===== src/rtl/cbus_rr_arbiter.sv =====
// ============================================================================
// Module   : cbus_rr_arbiter
// Purpose  : Round-robin arbiter merging NUM_INPUTS cbus masters onto one
//            cbus slave port; the grant is held until the last burst beat.
// Revision : 1.0 - initial release
// ============================================================================
`default_nettype none

package cbus_pkg;

  typedef struct packed {
    logic        valid;
    logic        is_write;
    logic [31:0] addr;
    logic [7:0]  len;
    logic [1:0]  size;
    logic [3:0]  strobe;
    logic [31:0] data;
  } cbus_req_t;

  typedef struct packed {
    logic        ready;
    logic        last;
    logic [31:0] data;
  } cbus_resp_t;

endpackage

module cbus_rr_arbiter
  import cbus_pkg::*;
#(
  parameter int NUM_INPUTS = 2,
  localparam int IDX_W = (NUM_INPUTS > 1) ? $clog2(NUM_INPUTS) : 1
) (
  input  logic             clk,
  input  logic             resetn,
  input  cbus_req_t        ireqs  [NUM_INPUTS],
  output cbus_resp_t       iresps [NUM_INPUTS],
  output cbus_req_t        oreq,
  input  cbus_resp_t       oresp,
  output logic             busy,
  output logic [IDX_W-1:0] grant_idx
);

  typedef enum logic [0:0] {
    IDLE = 1'b0,
    BUSY = 1'b1
  } state_t;

  state_t                  state_q, state_d;
  logic [IDX_W-1:0]        grant_q, grant_d;
  logic [IDX_W-1:0]        rr_ptr_q, rr_ptr_d;
  logic [NUM_INPUTS-1:0]   req_valid;
  logic [2*NUM_INPUTS-1:0] valid_dbl;
  logic [NUM_INPUTS-1:0]   valid_rot;
  logic                    any_valid;
  logic [IDX_W-1:0]        winner;
  logic                    burst_done;

  function automatic logic [IDX_W-1:0] wrap_add(input logic [IDX_W-1:0] base,
                                                input int               off);
    int sum;
    sum = int'(base) + off;
    if (sum >= NUM_INPUTS) sum = sum - NUM_INPUTS;
    return IDX_W'(sum);
  endfunction

  generate
    for (genvar i = 0; i < NUM_INPUTS; i++) begin : g_valid
      assign req_valid[i] = ireqs[i].valid;
    end
  endgenerate

  // Rotate the valid vector so bit 0 is the master at rr_ptr.
  assign valid_dbl = {req_valid, req_valid};
  assign valid_rot = valid_dbl[rr_ptr_q +: NUM_INPUTS];

  always_comb begin
    any_valid = 1'b0;
    winner    = rr_ptr_q;
    for (int k = NUM_INPUTS - 1; k >= 0; k--) begin
      if (valid_rot[k]) begin
        any_valid = 1'b1;
        winner    = wrap_add(rr_ptr_q, k);
      end
    end
  end

  assign burst_done = oresp.ready && oresp.last;

  always_ff @(posedge clk or negedge resetn) begin
    if (!resetn) begin
      state_q  <= IDLE;
      grant_q  <= '0;
      rr_ptr_q <= '0;
    end else begin
      state_q  <= state_d;
      grant_q  <= grant_d;
      rr_ptr_q <= rr_ptr_d;
    end
  end

  always_comb begin
    state_d  = state_q;
    grant_d  = grant_q;
    rr_ptr_d = rr_ptr_q;
    case (state_q)
      IDLE: begin
        if (any_valid) begin
          grant_d = winner;
          state_d = BUSY;
        end
      end
      BUSY: begin
        if (burst_done) begin
          state_d  = IDLE;
          rr_ptr_d = wrap_add(grant_q, 1);
        end
      end
      default: state_d = IDLE;
    endcase
  end

  assign busy      = (state_q == BUSY);
  assign grant_idx = grant_q;
  assign oreq      = busy ? ireqs[grant_q] : '0;

  generate
    for (genvar i = 0; i < NUM_INPUTS; i++) begin : g_resp
      assign iresps[i] = (busy && (grant_q == IDX_W'(i))) ? oresp : '0;
    end
  endgenerate

endmodule

`default_nettype wire

===== config.mk =====
export PLATFORM = sky130hd
export DESIGN_NAME = cbus_rr_arbiter
export DESIGN_NICKNAME = d
export VERILOG_FILES = /design/src/rtl/cbus_rr_arbiter.sv
export SDC_FILE = /design/constraint.sdc
export NUM_CORES = 1
export LEC_CHECK = 0
export ABC_AREA = 1
export CORE_AREA = 2 2 134 136
export CTS_CLUSTER_SIZE = 10
export DETAILED_ROUTE_END_ITERATION = 10
export DIE_AREA = 0 0 136 138
export PLACE_DENSITY = 0.55
export SLEW_MARGIN = 20
export SYNTH_ARGS = -nofsm -noshare
export SYNTH_HDL_FRONTEND = slang
export SYNTH_SLANG_ARGS = --single-unit

===== constraint.sdc =====
create_clock -name clk -period 1.4 [get_ports clk]
set_clock_uncertainty 0.1 [all_clocks]
set_input_delay 0.14 -clock clk [delete_from_list [all_inputs] [get_ports clk]]
set_output_delay 0.14 -clock clk [all_outputs]
set_load 0.05 [all_outputs]

== Word-level counts from Yosys, hierarchy flattened ==
Index checks and enable logic that the tools add are counted.

* Add/sub/neg operators: 5
* Order comparisons: 4
* Shifts and indexed selects: 1
* Muxes and demuxes: 16
* Bitwise gates (word level): 3
* Reductions and logical operators: 5

{| class="wikitable"
|+ Operator list
! operator !! count
|-
| $mux 80 || 4
|-
| $mux 34 || 2
|-
| $mux 1 || 9
|-
| $ge 2x2->1 const B || 3
|-
| $add 1x1->2 const B || 2
|-
| $reduce_and 2->1 || 2
|-
| $shiftx 4x2->2 || 1
|-
| $logic_and 1x1->1 || 3
|-
| $sub 1x1->1 const B || 3
|-
| $ge 1x2->1 const B || 1
|-
| $not 1->1 || 2
|-
| $not 1->2 || 1
|-
| $pmux 1 s2 || 1
|}

* Register bits after elaboration: 3
* Bits of input ports: 196
* Output and inout port bits: 150
* Logic and storage cells: 37

== Longest topological paths before layout ==
* Depth after elaboration: 5
* Depth in mapped cells: 6
* Gate-level depth less buffers: 4

== Worst setup path after synthesis ==
No wires, ideal clock.

* Kind: register to output
* From: register state_q, in the netlist busy
* To: output iresps[37] (netlist bit)
* Data arrival time: 1,783 ps
* Required time: 1,160 ps
* Setup slack: -623 ps
* Cell stages (with the launch flop): 5
* Cell sequence: dfrtp_1 buf_4 nand2_1 buf_4 nor2_1

{| class="wikitable"
|+ RTL lines
! item !! line !! source
|-
| start: declaration || 50 || <nowiki>state_t state_q, state_d;</nowiki>
|-
| start signal: assignment || 97 || <nowiki>state_q <= state_d;</nowiki>
|-
| end: declaration || 38 || <nowiki>output cbus_resp_t iresps [NUM_INPUTS],</nowiki>
|}

==> results_dict.tcl <==
set metrics [dict create \
    layout_commonest_cell "clkdlybuf4s50_1" \
    io_pins 346 \
    routedWlPerCell_um 15.8 \
    synth_cell_types 12 \
    cellLeakagePower_nw 3.90 \
    cts_buffers 3 \
    vdd_drop_max_mv 0.552 \
    htreeDepth 1 \
    hold_viol_final 0 \
    grt_pass1_wl_um 23200 \
    synth_fp_nets 593 \
    netlist_instances 397 \
    post-route-period-util_pct 118 \
    first_pass_iters 4 \
    r2r_slack_ps 110 \
    hp-class "input port to async pin" \
    n_antenna_cell 0 \
    dr_total_vias 3948 \
    drc_errors 0 \
    power_switching_mw 5.36 \
    via_per_inst 4.02 \
    worst_path_most_repeated_cell "nand2_4" \
    synth_area_leaders "nand2_1 (36%), nand3_1 (23%), nor2_1 (15%)" \
    drtAntennaViolNets 0 \
    internal_power_mw 5.04 \
    fin_nets 949 \
    syn_area_sq_um 1770 \
    gp_congestion 0.766 \
    synth_seq_cells 3 \
    syn_avg_cell_area_sq_um 4.46 \
    crit_chain "nand2_4 -> inv_8 -> buf_12 -> clkbuf_16 -> nand2_4 -> nand2_4 -> buf_12" \
    critPathLaunchType "flip-flop" \
    rsz0062_at_grt "yes" \
    drt_iter0_markers 100 \
    wl_um 15500 \
    cts.sinks 3 \
    std_cell_rows 49 \
    period_minus_slack_ps 1660 \
    most-common-layout-cells "clkdlybuf4s50_1 (195), buf_12 (163), nand2_4 (113), nand3_1 (81), nor2_4 (54)" \
    dieArea_sq_um 18800 \
    yosys.area.top_type "nand2_1" \
    grt_antenna_before_repair 0 \
    power.density_nw_per_um2 1170 \
    port_buffers 345 \
    maxSlewHeadroom_pct 85.2 \
    p_sw_share_pct 51.5 \
    place_ws_ps -60.5 \
    crit_path_end_kind "primary output" \
    cts-root-buf "clkbuf_16" \
    clockPowerShare_pct 4.4 \
    hpwl_um 12100 \
    core-area_sq_um 17500 \
    drive_gt1_share_pct 52.4 \
    grt_max_degree 29 \
    track_usage_pct 15.7 \
    overflow 0 \
    synthToLayoutAreaGrowth_pct 400 \
    max_freq_ghz 0.603 \
    tightest_slew_ps 222 \
    violations "negative setup slack" \
    combPwrFrac_pct 94.4 \
    insertion_delay_ps 230 \
    pwr-share-seq_pct 1.2 \
    critPathRequiredTime_ps 1160 \
    worst_slack_ps -258 \
    crit_type "flip-flop to primary output" \
    start_util_pct 10.1 \
    slowest_stage "dfrtp_2" \
    finalSetupViolations 148 \
    outcome "finished, violations left" \
    synth_top_cell_area_share_pct 35.8 \
    maxSlewViolCount 0 \
    drv_cap 0 \
    clockBufferDepth 2 \
    die_y_um 138 \
    die_x_um 136 \
    reg2reg_depth 5 \
    ys_warn_count 0 \
    worstPathArrival_ps 1420 \
    crit_fanout 5 \
    max_stage_delay_ps 450 \
    clk_pin_slew_worst_paths_ps 30 \
    first_global_vias 4247 \
    cts_tree "yes" \
    ys_seq_area_share_pct 4.24 \
    total_power_mw 10.4 \
]
-- cells in the mapped netlist --
cell,count
nand2_4,1
inv_2,1
dfrtp_1,3
inv_1,36
buf_6,7
nor3_1,1
buf_4,8
clkbuf_1,1
nand3_1,83
buf_2,17
nor2_1,70
nand2_1,169
-- sequential cells by signal, indices dropped and copies added, names as in the netlist --
register and flops:
busy 1, grant_idx 1, rr_ptr_q 1
-- path summary, 6_finish.rpt --
check	endpoint	from
worst min register to register	rr_ptr_q$_DFFE_PN0P_	rr_ptr_q$_DFFE_PN0P_
min in group clk	rr_ptr_q$_DFFE_PN0P_	rr_ptr_q$_DFFE_PN0P_
worst max-delay path	oreq[61]	grant_idx$_DFFE_PN0P_
worst max register to register	busy$_DFF_PN0_	busy$_DFF_PN0_
max in group asynchronous	grant_idx$_DFFE_PN0P_	resetn
worst min-delay path	rr_ptr_q$_DFFE_PN0P_	resetn
-- per-stage QoR --
step | utilization, % | instances | TNS [ps] | hold slack, ps | cell area (sq um)
floorplan | - | 397 | -19840 | -256 | 2760
global placement | 46.2 | 966 | -831 | 262 | 8090
detailed placement | 46.2 | 966 | -1500 | 267 | 8090
CTS | 49.8 | 980 | -31640 | 28.8 | 8740
global route | 50.5 | 981 | -37360 | 42.9 | 8860
finish | 50.5 | 981 | -29750 | 30.1 | 8860
-- per-layer routing --
metal,track usage (%),vias up,routed length [um]
li1,-,1924,-
met1,16.6,1777,5230
met2,28.6,225,8120
met3,6.45,22,1860
met4,3.78,0,317
met5,0,-,0
-- cells by family (layout without fill, tap and decap cells) --
kind of cell	Yosys count	in the layout	share of synthesized area (%)
buffers and inverters	70	425	20.7
flip-flops	3	3	4.24
AND/OR/NAND/NOR	324	324	75.1
-- power by group through the flow --
| stage | combinational (mW) | clock [mW] | sequential (mW) |
|---|---|---|---|
| 2_1_floorplan | 4.67 | 0 | 0.153 |
| 6_report | 9.81 | 0.458 | 0.128 |
| 5_1_grt | 10.2 | 0.475 | 0.131 |
| 3_3_place_gp | 9.14 | 0 | 0.121 |
| 3_5_place_dp | 9.19 | 0 | 0.122 |
| 4_1_cts | 9.81 | 0.466 | 0.126 |
-- critical path, delay by kind of cell, from the launching register on --
kind	cells	cell delay (ps)
buf+inv	4	500
flops	1	450
simple gates	3	230
-- area by class of cell --
type / instances / area [sq um]
clock buffers: 4 / 78.8
fillers: 1599 / 8680
inverters: 37 / 154
multi-input cells: 324 / 2670
flip-flops and latches: 3 / 77.6
well taps: 229 / 287
repair buffers: 384 / 5590
-- timing repair --
item / in CTS / in global routing
hold buffers: 0 / 0
hold endpoints to repair: 0 / 0
cloned: 6 / 3
setup endpoints to repair: 148 / 149
setup buffers: 4 / 0
pin swaps: 1 / 1
gates resized for setup: 98 / 25
Note: power is estimated with default switching activity, not from simulation.
